[src/rtl/bank_arbiter_pkg.sv]
// Shared widths and arbiter state encoding for the bank arbiter.
// Imported by the channel arbiter and the top level.
package bank_arbiter_pkg;

  localparam int ADDR_WIDTH = 8;
  localparam int DATA_WIDTH = 16;

  typedef enum logic [1:0] {
    ARB   = 2'd0,
    LOCK0 = 2'd1,
    LOCK1 = 2'd2
  } arb_state_e;

endpackage

[src/rtl/bank_arbiter_rr_lock_arb.sv]
// Two-way round-robin arbiter with per-requester burst lock.
// Grant is combinational from req, lock, state and pointer only.
module rr_lock_arb
  import bank_arbiter_pkg::*;
(
  input  logic       clk,
  input  logic       rst,
  input  logic [1:0] req,
  input  logic [1:0] lock,
  output logic [1:0] gnt
);

  arb_state_e state;
  arb_state_e state_n;
  logic       ptr;
  logic       ptr_n;

  always_ff @(posedge clk) begin
    if (rst) begin
      state <= ARB;
      ptr   <= 1'b0;
    end else begin
      state <= state_n;
      ptr   <= ptr_n;
    end
  end

  always_comb begin
    gnt     = 2'b00;
    state_n = state;
    ptr_n   = ptr;
    unique case (state)
      ARB: begin
        if (req == 2'b11)
          gnt = ptr ? 2'b10 : 2'b01;
        else
          gnt = req;
        if (gnt[0]) begin
          ptr_n = 1'b1;
          if (lock[0]) state_n = LOCK0;
        end
        if (gnt[1]) begin
          ptr_n = 1'b0;
          if (lock[1]) state_n = LOCK1;
        end
      end
      // Owner keeps the lock-drop cycle; pointer frozen until then.
      LOCK0: begin
        gnt[0] = req[0];
        if (!lock[0]) begin
          state_n = ARB;
          ptr_n   = 1'b1;
        end
      end
      LOCK1: begin
        gnt[1] = req[1];
        if (!lock[1]) begin
          state_n = ARB;
          ptr_n   = 1'b0;
        end
      end
      default: state_n = ARB;
    endcase
  end

endmodule

[src/rtl/bank_arbiter.sv]
// Read/write arbiter and sequencer for one 1W1R block-RAM bank.
// Holds the bank port registers and the read-owner id pipeline.
module bank_arbiter
  import bank_arbiter_pkg::*;
#(
  parameter int ADDR_W = ADDR_WIDTH,
  parameter int DATA_W = DATA_WIDTH
) (
  input  logic              clk,
  input  logic              rst,
  input  logic [1:0]        rd_req_i,
  input  logic [ADDR_W-1:0] rd_addr0_i,
  input  logic [ADDR_W-1:0] rd_addr1_i,
  input  logic [1:0]        rd_lock_i,
  output logic [1:0]        rd_gnt_o,
  input  logic [1:0]        wr_req_i,
  input  logic [ADDR_W-1:0] wr_addr0_i,
  input  logic [ADDR_W-1:0] wr_addr1_i,
  input  logic [DATA_W-1:0] wr_data0_i,
  input  logic [DATA_W-1:0] wr_data1_i,
  input  logic [1:0]        wr_lock_i,
  output logic [1:0]        wr_gnt_o,
  output logic [1:0]        rvalid_o,
  output logic [DATA_W-1:0] rdata_o,
  output logic [ADDR_W-1:0] bank_waddr_o,
  output logic [ADDR_W-1:0] bank_raddr_o,
  output logic [DATA_W-1:0] bank_wdata_o,
  output logic              bank_wen_o,
  output logic              bank_ren_o,
  output logic              bank_en_o,
  input  logic [DATA_W-1:0] bank_rdata_i
);

  logic [1:0] id_q;

  rr_lock_arb u_rd_arb (
    .clk  (clk),
    .rst  (rst),
    .req  (rd_req_i),
    .lock (rd_lock_i),
    .gnt  (rd_gnt_o)
  );

  rr_lock_arb u_wr_arb (
    .clk  (clk),
    .rst  (rst),
    .req  (wr_req_i),
    .lock (wr_lock_i),
    .gnt  (wr_gnt_o)
  );

  assign rdata_o = bank_rdata_i;

  always_ff @(posedge clk) begin
    if (rst) begin
      bank_waddr_o <= '0;
      bank_raddr_o <= '0;
      bank_wdata_o <= '0;
      bank_wen_o   <= 1'b0;
      bank_ren_o   <= 1'b0;
      bank_en_o    <= 1'b0;
      id_q         <= 2'b00;
      rvalid_o     <= 2'b00;
    end else begin
      bank_en_o  <= 1'b1;
      bank_wen_o <= |wr_gnt_o;
      bank_ren_o <= |rd_gnt_o;
      if (|wr_gnt_o) begin
        bank_waddr_o <= wr_gnt_o[1] ? wr_addr1_i : wr_addr0_i;
        bank_wdata_o <= wr_gnt_o[1] ? wr_data1_i : wr_data0_i;
      end
      if (|rd_gnt_o)
        bank_raddr_o <= rd_gnt_o[1] ? rd_addr1_i : rd_addr0_i;
      // Owner id rides alongside the bank's one-cycle read latency.
      id_q     <= rd_gnt_o;
      rvalid_o <= id_q;
    end
  end

endmodule

[config.mk]
export PLATFORM = sky130hd
export DESIGN_NAME = bank_arbiter
export DESIGN_NICKNAME = d
export VERILOG_FILES = /design/src/rtl/bank_arbiter_pkg.sv /design/src/rtl/bank_arbiter_rr_lock_arb.sv /design/src/rtl/bank_arbiter.sv
export SDC_FILE = /design/constraint.sdc
export NUM_CORES = 1
export LEC_CHECK = 0
export ABC_AREA = 1
export CORE_MARGIN = 3
export CORE_UTILIZATION = 35
export DETAILED_ROUTE_END_ITERATION = 8
export GPL_ROUTABILITY_DRIVEN = 1
export PLACE_DENSITY = 0.68
export REMOVE_ABC_BUFFERS = 1
export SYNTH_ARGS = -nofsm -noshare
export SYNTH_HDL_FRONTEND = slang
export SYNTH_SLANG_ARGS = --single-unit
[constraint.sdc]
create_clock -name clk -period 2.2 [get_ports clk]
set_clock_uncertainty 0.15 [all_clocks]
set_input_delay 0.44 -clock clk [delete_from_list [all_inputs] [get_ports clk]]
set_output_delay 0.44 -clock clk [all_outputs]
set_load 0.005 [all_outputs]
Word level (Yosys, flattened, before mapping)
Index checks and enable logic that the tools add are counted.
{"block": "totals", "mem_bits_ro": 0, "word_cells": 72, "output_inout_bits": 57, "latch_bits": 0, "mem_bits_rw": 0, "memories": 0, "register_bits": 45, "in_bits": 90}
{"block": "op_classes", "n_mul": 0, "n_div": 0, "n_shift": 0, "reduce_logical": 10, "n_bitwise": 0, "mux": 38, "n_lt_le_gt_ge": 0, "n_addsub": 0, "eq_ne": 12}
{"op": "$mux W2", "n": 18}
{"op": "$mux W16", "n": 1}
{"op": "$mux W8", "n": 2}
{"op": "$pmux W2 S3", "n": 2}
{"op": "$mux W1", "n": 9}
{"op": "$eq A2 B2 Y1 const B", "n": 4}
{"op": "$ne A2 B2 Y1 const B", "n": 4}
{"op": "$pmux W1 S2", "n": 4}
{"op": "$reduce_and A4 Y1", "n": 2}
{"op": "$ne A3 B1 Y1 const B", "n": 2}
{"op": "$pmux W1 S3", "n": 2}
{"op": "$reduce_bool A3 Y1", "n": 2}
{"op": "$eq A2 B1 Y1 const B", "n": 2}
{"op": "$logic_not A2 Y1", "n": 2}
{"op": "$reduce_and A2 Y1", "n": 2}
{"op": "$reduce_or A2 Y1", "n": 2}

Longest topological paths before layout
Gate-level depths: netlist (run 1).
{"block": "logic_depth", "depth_word": 7, "depth_mapped": 10, "depth_no_buf": 10}

Cells and area by module
From an unflattened synthesis (run 1), not the netlist that was laid out.
{"block": "unflattened", "hier_cells": 380, "hier_area_um2": 2556.2}
{"mod": "bank_arbiter", "instances": 1, "seq_area_each_um2": 780.7, "cells_each": 276, "area_each_um2": 1913.1}
{"mod": "rr_lock_arb", "instances": 2, "seq_area_each_um2": 60.1, "cells_each": 52, "area_each_um2": 321.6}

Worst setup path before layout (run 1)
No wires, ideal clock.
{"block": "synth_timing", "path_kind": "flip-flop to output port", "start": "register u_wr_arb.state[0]", "end": "output port wr_gnt_o[1]", "slack_ns": 0.564, "n_path_buf": 1, "arrival_time_ns": 1.046, "path_stages_with_launch": 6, "path_cell_list": "dfxtp_1 > inv_1 > ha_1 > nand3_1 > nand2_2 > buf_2"}
{"block": "synth_via", "elab_chain_cells": 2, "word_cells_on_any_way": 3, "cone_classes": "eq/ne: 1; mux: 1; reduce/logical: 1"}
{"item": "from (decl)", "line_no": "bank_arbiter_rr_lock_arb.sv:13", "source": "arb_state_e state;"}
{"item": "from (signal assigned)", "line_no": "bank_arbiter_rr_lock_arb.sv:23", "source": "state <= state_n;"}
{"item": "$eq A2 B2 Y1 / $logic_not A2 Y1 (equally long branches)", "line_no": "bank_arbiter_rr_lock_arb.sv:32", "source": "unique case (state)"}
{"item": "$pmux W1 S2 *", "line_no": "bank_arbiter_rr_lock_arb.sv:32"}
{"item": "to (decl)", "line_no": "bank_arbiter.sv:22", "source": "output logic [1:0] wr_gnt_o,"}
Mark *: on every way between the ends. The rest lies on a longest branch, timed or not.

Worst setup path in the final report (run 1)
Ends and elaborated chain as after synthesis.

==> impl_metrics.py, run 1 <==
metrics = {
    "timing": {
        "slew_viol_final": 0,
        "worstMarginPinSlew_ns": 0.331,
        "relSlewSlack_pct": 77.9,
        "finalWorstSetupSlack_ns": 0.209,
        "post-route-min-period_ns": 1.99,
        "rsz0062_at_grt": "no",
        "setup_tns_ns": 0,
        "setup_viol": 0,
        "fin_crit_sh_pct": 90.5,
        "fmax_ghz": 0.502,
        "hold_violations": 0,
    },
    "cells_and_area": {
        "syn_to_final_growth_pct": 48.5,
        "fin_util_pct": 54.2,
        "drive_gt1_share_pct": 9.79,
        "final_nets": 670,
        "stdcell_count": 674,
        "antennaDiodeCount": 0,
    },
    "logic_synthesis": {
        "synth_edf_count": 0,
        "synth.most_common_cell": "nor2_1",
        "netlist_area_mm2": 0.00285,
        "yosysTopAreaCellShare_pct": 31.6,
        "yosysWarnings": 0,
        "ys.flop_type": "dfxtp_1",
        "synthTopCellsByCount": "nor2_1, inv_1, nand2_1",
        "yosysTopAreaCell": "dfxtp_1",
        "synth_area_leaders": "dfxtp_1, nor2_1, inv_1, nand2_1, a21oi_1",
        "async_flop_share_pct": 0,
        "ys_seq_elements": 45,
        "syn_inst": 466,
        "yosysSeqAreaShare_pct": 31.6,
        "syn_area_per_cell_um2": 6.11,
        "ys_types": 20,
    },
    "power": {
        "power.total_mw": 2.71,
        "powerDensity_mw_per_mm2": 642,
        "seqPwrFrac_pct": 36.8,
        "combPwrFrac_pct": 40.9,
        "p_leak_nw": 2.17,
        "internal_power_mw": 1.85,
        "swShare_pct": 31.7,
        "power_switching_uw": 860,
        "ir_drop_v": 0.000279,
        "power_frac_clock_pct": 22.3,
    },
    "critical_path": {
        "r2r-end": "bank_wdata_o[9]",
        "start_kind": "flip-flop",
        "critPathRequiredTime_ns": 1.61,
        "critical_path_class": "flip-flop to output pin",
        "cp_max_fo": 3,
        "critPathCaptureType": "output pin",
        "regToRegSetupSlack_ns": 0.42,
        "reg2reg_from": "u_wr_arb.state[1]",
        "worstRegToRegCells": 10,
        "arrival_ns": 1.40,
    },
    "place": {
        "pre_cts_slack_ns": -0.169,
        "port-buffer-count": 114,
        "place_congestion": 0.793,
        "place_inst": 665,
        "hpwl_um": 5730,
    },
    "die": {
        "start_util_pct": 36.5,
        "core-area_mm2": 0.00781,
        "ioPinCount": 147,
        "die_width_um": 96.2,
        "die_h_um": 96.2,
        "num_rows": 32,
        "die_area_mm2": 0.00925,
    },
    "global_route": {
        "grt_pass1_vias": 2871,
        "antenna_found_initial": 0,
        "grt_max_degree": 45,
        "gr-total-overflow": 0,
        "grtUsageTotal_pct": 16.6,
        "grt_pass1_wl_um": 12200,
    },
    "min_path": {
        "holdPathStages": 2,
        "min_from": "id_q[1]",
        "hp-class": "flip-flop to flip-flop",
        "worst_hold_path.endpoint": "rvalid_o[1]",
    },
    "cts": {
        "cts_htree_levels": 2,
        "clk_path_buf_depth": 2,
        "path_clk_slew_ns": 0.08,
        "clock_latency_ns": 0.29,
        "cts_buffers": 5,
        "cts_tree": "done",
        "cts-root-buf": "clkbuf_8",
        "cts.sink_count": 45,
    },
    "detailed_routing": {
        "first_pass_iters": 4,
        "drcViolationCount": 0,
        "routed_wl_um": 7520,
        "dr_wl_met2_um": 3720,
        "wl_met1_um": 3070,
        "wl_met3_um": 653,
        "ant_nets": 0,
        "drtIter0Drc": 105,
        "vias_per_cell": 4.37,
        "top_layer": "met4",
        "vias": 2943,
        "wl_per_cell_um": 11.2,
    },
    "flow_run": {
        "max-cap-violations": 0,
    },
    "status": {
        "status": "completed",
    },
}
-- stage by stage --
stage	hold slack, ns	cell area [µm²]
final	0.263	4230
after global routing	0.272	4230
after CTS	0.260	4190
after detailed placement	0.248	4060
after global placement	0.241	4060
after floorplan	0.238	2620
-- per-layer routing --
layer	GRT usage [%]	vias up
met3	5.86	7
met2	29.7	105
li1	-	1555
met1	18.2	1276
met5	0	-
met4	4.86	0
-- kinds of logic after synthesis --
logic type / Yosys count / synth area share [%]
AND/OR/NAND/NOR: 227 / 34.6
flip-flops: 45 / 31.6
adder cells (fa/ha/maj): 8 / 3.52
multiplexers: 2 / 0.703
AO/OA/AOI/OAI: 39 / 6.85
buffers and inverters: 145 / 22.7
-- cell type report --
class / count / area (µm²)
multi-input combinational: 276 / 1340
inverter: 112 / 423
clock inverter: 2 / 35.0
timing repair buffer: 132 / 1320
tap: 102 / 128
sequential: 45 / 907
fill: 767 / 3580
clock buffer: 5 / 68.8
-- layout by cell type, fill, tap and decap left out --
master,count
a21oi_1,36
and2_1,1
buf_12,4
buf_4,14
bufinv_16,1
clkbuf_8,5
clkdlybuf4s50_1,106
clkinv_2,1
dfxtp_1,42
dfxtp_2,2
dfxtp_4,1
dlygate4sd2_1,6
dlymetal6s2s_1,2
ha_1,3
ha_2,2
ha_4,3
inv_1,105
inv_2,6
inv_4,1
mux2i_1,2
nand2_1,65
nand2_2,4
nand2_4,1
nand3_1,28
nand3_2,11
nand4_1,2
nor2_1,114
nor3b_1,1
o21ai_0,3
-- power groups by stage --
stage               clock network [mW]  registers, mW  logic (mW)
floorplan                            0           1.02       0.528
CTS                              0.633          0.999        1.12
global placement                     0           1.01        1.09
detailed placement                   0           1.01        1.11
finish                           0.605          0.999        1.11
global route                     0.662           1.01        1.26
-- state kept, by name (all words and copies together), names as in the netlist --
| signal | flops |
|---|---|
| bank_wen_o | 1 |
| bank_ren_o | 1 |
| bank_wdata_o | 16 |
| u_wr_arb.state | 2 |
| u_wr_arb.ptr | 1 |
| bank_waddr_o | 8 |
| u_rd_arb.ptr | 1 |
| u_rd_arb.state | 2 |
| bank_raddr_o | 8 |
| id_q | 2 |
| rvalid_o | 2 |
| bank_en_o | 1 |
-- worst max-delay path, stage by stage (launching register included) --
cell	delay [ns]
dfxtp_1	0.39
inv_2	0.08
ha_1	0.23
nand2_1	0.08
nand2_2	0.07
dlygate4sd2_1	0.27
-- how the worst max path moves through the flow --
stage | from | end | slack [ns] | cells past startpoint
3_3_place_gp | wr_req_i[1] | wr_gnt_o[0] | -0.13 | 5
6_report | u_wr_arb.state[0] | wr_gnt_o[1] | 0.21 | 5
3_5_place_dp | wr_req_i[1] | wr_gnt_o[0] | -0.17 | 5
4_1_cts | u_rd_arb.state[0] | rd_gnt_o[1] | 0.002 | 5
2_1_floorplan | u_wr_arb.state[0] | bank_waddr_o[5] | 0.37 | 8
5_1_grt | u_wr_arb.state[0] | wr_gnt_o[1] | 0.14 | 5
-- timing repair --
action                                 4_1_cts  5_1_grt
endpoints found under the hold margin        0        0
setup endpoints to repair                    4        2
hold buffers                                 0        0
resized for setup                           20        5
pin swaps                                    0        1
buffers inserted                             0        2
No activity file was read; power rests on OpenSTA's default activity.
==> run 2: changes to the inputs <==
Settings changed: CAP_MARGIN from default to 20, PLACE_DENSITY 0.68 to 0.71, SYNTH_HIERARCHICAL from default to 1.
==> run 2 against run 1 <==
Compared with the run above: utilization increased by 2.3 points; global-route usage increased by 1.2 points; sequential share of layout area increased by 1.5 points; first-iteration DRC count decreased by 32%; wire length about the same; critical path type is now primary input to output pin; largest cell class is now buffers.
==> impl_metrics.py, run 2 <==
metrics = {
    "critical_path": {
        "start_kind": "primary input",
        "regToRegSetupSlack_ns": 0.24,
        "cp_max_fo": 3,
        "crit_end": "rd_gnt_o[0]",
        "slowest_delay_ns": 0.47,
        "critPathRequiredTime_ns": 1.61,
        "critPathCaptureType": "output pin",
        "critical_path_class": "primary input to output pin",
        "crit_chain": "clkdlybuf4s50_1 > buf_4 > inv_1 > a21oi_2 > dlygate4sd2_1",
        "worstRegToRegCells": 10,
        "cp.depth": 5,
        "critPathTopFamily": "buffers and inverters",
        "cp_slowest_cell": "clkdlybuf4s50_1",
        "startpoint": "rd_req_i[0]",
        "arrival_ns": 1.48,
        "r2r-end": "bank_wdata_o[2]",
        "cp_num_buf_inv": 4,
        "reg2reg_from": "u_wr_arb/state[1]",
    },
    "cells_and_area": {
        "largest_register": "bank_wdata_o",
        "final_nets": 592,
        "fin_util_pct": 56.5,
        "drive_gt1_share_pct": 15.2,
        "largest_reg_flops": 16,
        "antennaDiodeCount": 0,
        "final_common_cell": "nand2_1",
        "syn_to_final_growth_pct": 53.5,
        "final_area_mm2": 0.00392,
        "final_cell_mix": "nand2_1, clkdlybuf4s50_1, nand3_1",
        "stdcell_count": 591,
        "reg.largest.list": "bank_wdata_o (16), bank_raddr_o (8), bank_waddr_o (8)",
    },
    "detailed_routing": {
        "vias": 2695,
        "drcViolationCount": 0,
        "first_pass_iters": 4,
        "drtIter0Drc": 71,
        "wl_per_cell_um": 12.7,
        "ant_nets": 0,
        "routed_wl_um": 7530,
        "vias_per_cell": 4.56,
    },
    "die": {
        "die_area_mm2": 0.00836,
        "die_h_um": 91.5,
        "die_width_um": 91.5,
        "ioPinCount": 147,
        "core-area_mm2": 0.00694,
        "num_rows": 30,
        "start_util_pct": 36.8,
    },
    "timing": {
        "whs_ns": 0.261,
        "relSlewSlack_pct": 71.4,
        "worstMarginPinSlew_ns": 0.428,
        "slew_viol_final": 0,
        "fmax_ghz": 0.483,
        "fin_crit_sh_pct": 94.1,
        "setup_viol": 0,
        "rsz0062_at_grt": "no",
        "hold_violations": 0,
        "post-route-min-period_ns": 2.07,
    },
    "min_path": {
        "hp-class": "flip-flop to flip-flop",
        "min_from": "id_q[1]",
    },
    "place": {
        "place_congestion": 0.915,
        "port-buffer-count": 114,
        "hpwl_um": 5830,
        "place_inst": 583,
        "place_area_mm2": 0.00378,
    },
    "status": {
        "status": "completed",
    },
    "cts": {
        "cts_buffers": 5,
        "clk_path_buf_depth": 2,
        "clock_latency_ns": 0.29,
        "cts.sink_count": 45,
        "path_clk_slew_ns": 0.08,
        "cts-root-buf": "clkbuf_8",
        "postCtsSetupBuffers": 0,
        "cts_tree": "done",
        "cts_htree_levels": 2,
    },
    "logic_synthesis": {
        "synthTopCellsByCount": "nand2_1, nand3_1, inv_1",
        "netlist_area_mm2": 0.00256,
        "yosysTopAreaCellShare_pct": 35.2,
        "ys_types": 20,
        "synth_area_leaders": "dfxtp_1, nand2_1, nand3_1, inv_1, buf_4",
        "synth.most_common_cell": "nand2_1",
        "syn_inst": 380,
        "syn_area_per_cell_um2": 6.73,
        "yosysTopAreaCell": "dfxtp_1",
        "ys.flop_type": "dfxtp_1",
        "yosysWarnings": 6,
        "ys_seq_elements": 45,
        "synth_edf_count": 0,
        "async_flop_share_pct": 0,
        "yosysSeqAreaShare_pct": 35.2,
    },
    "global_route": {
        "grt_max_degree": 26,
        "grt_pass1_wl_um": 12200,
        "gr-total-overflow": 0,
        "antenna_found_initial": 0,
        "grtUsageTotal_pct": 17.8,
        "grt_pass1_vias": 2547,
    },
    "flow_run": {
        "max-cap-violations": 0,
    },
    "power": {
        "ir_drop_v": 0.000377,
        "p_leak_nw": 1.96,
        "powerDensity_mw_per_mm2": 673,
    },
}
-- run 2: cell types whose count changed after synthesis, moves of 6 or more --
cell     before  now
nand3_2      11    2
nand3_1      28   70
nand2_2       4   19
nand2_1      65  113
nor2_2        0    6
a21oi_1      36    4
nor2_1      114   14
inv_1       109   54
-- run 2: worst min path at each step --
| stage | end | slack, ns | cells past startpoint |
|---|---|---|---|
| 6_report | rvalid_o[1] | 0.26 | 2 |
| 5_1_grt | rvalid_o[1] | 0.28 | 2 |
| 4_1_cts | rvalid_o[1] | 0.26 | 2 |
| 3_5_place_dp | rvalid_o[1] | 0.25 | 2 |
| 3_3_place_gp | rvalid_o[1] | 0.25 | 2 |
| 2_1_floorplan | rvalid_o[0] | 0.24 | 2 |
-- run 2: cell families after synthesis --
group,count (synthesis),synth area share [%]
flops,45,35.2
fa+ha+maj,8,3.92
simple gates,228,41.1
buf+inv,91,17.9
compound gates,8,1.86
-- run 2: cell type report --
type / count / area, µm²
fill: 676 / 3020
timing repair buffer: 138 / 1330
multi-input combinational: 244 / 1210
sequential: 45 / 901
inverter: 60 / 225
tap: 96 / 120
clock buffer: 5 / 68.8
clock inverter: 3 / 65.1
-- run 2: report_power, final --
| part | switching [mW] | leakage (nW) | internal [mW] | total (mW) |
|---|---|---|---|---|
| clock | 0.288 | 0.0681 | 0.451 | 0.739 |
| combinational | 0.442 | 1.52 | 0.492 | 0.933 |
| sequential | 0.0529 | 0.371 | 0.913 | 0.966 |
-- run 2: layer usage --
| metal | up-vias | wire length (µm) | global-route usage (%) |
|---|---|---|---|
| met2 | 102 | 3750 | 29.8 |
| li1 | 1365 | - | - |
| met5 | - | 0 | 0 |
| met1 | 1224 | 3210 | 22.0 |
| met4 | 0 | 61 | 5.03 |
| met3 | 4 | 506 | 5.30 |
-- run 2: worst min-delay path: cells and delay by family, from the launching register on --
| kind | cells | cell delay (ns) |
|---|---|---|
| and+or+nand+nor | 1 | 0.03 |
| DFF | 1 | 0.30 |
| buffers and inverters | 1 | 0.04 |
-- run 2: stage by stage --
step                TNS (ns)  power, mW  setup WS (ns)
global placement       -1.70       1.91         -0.306
CTS                   -0.122       2.68         -0.122
global route               0       2.82         0.0499
detailed placement     -2.65       1.93         -0.329
floorplan             -35.54       1.40          -1.39
finish                     0       2.64          0.129
-- run 2: timing repair --
action / CTS / global route
hold buffers: 0 / 0
pin swaps: 0 / 2
gates resized for setup: 8 / 3
setup endpoints to repair: 4 / 2
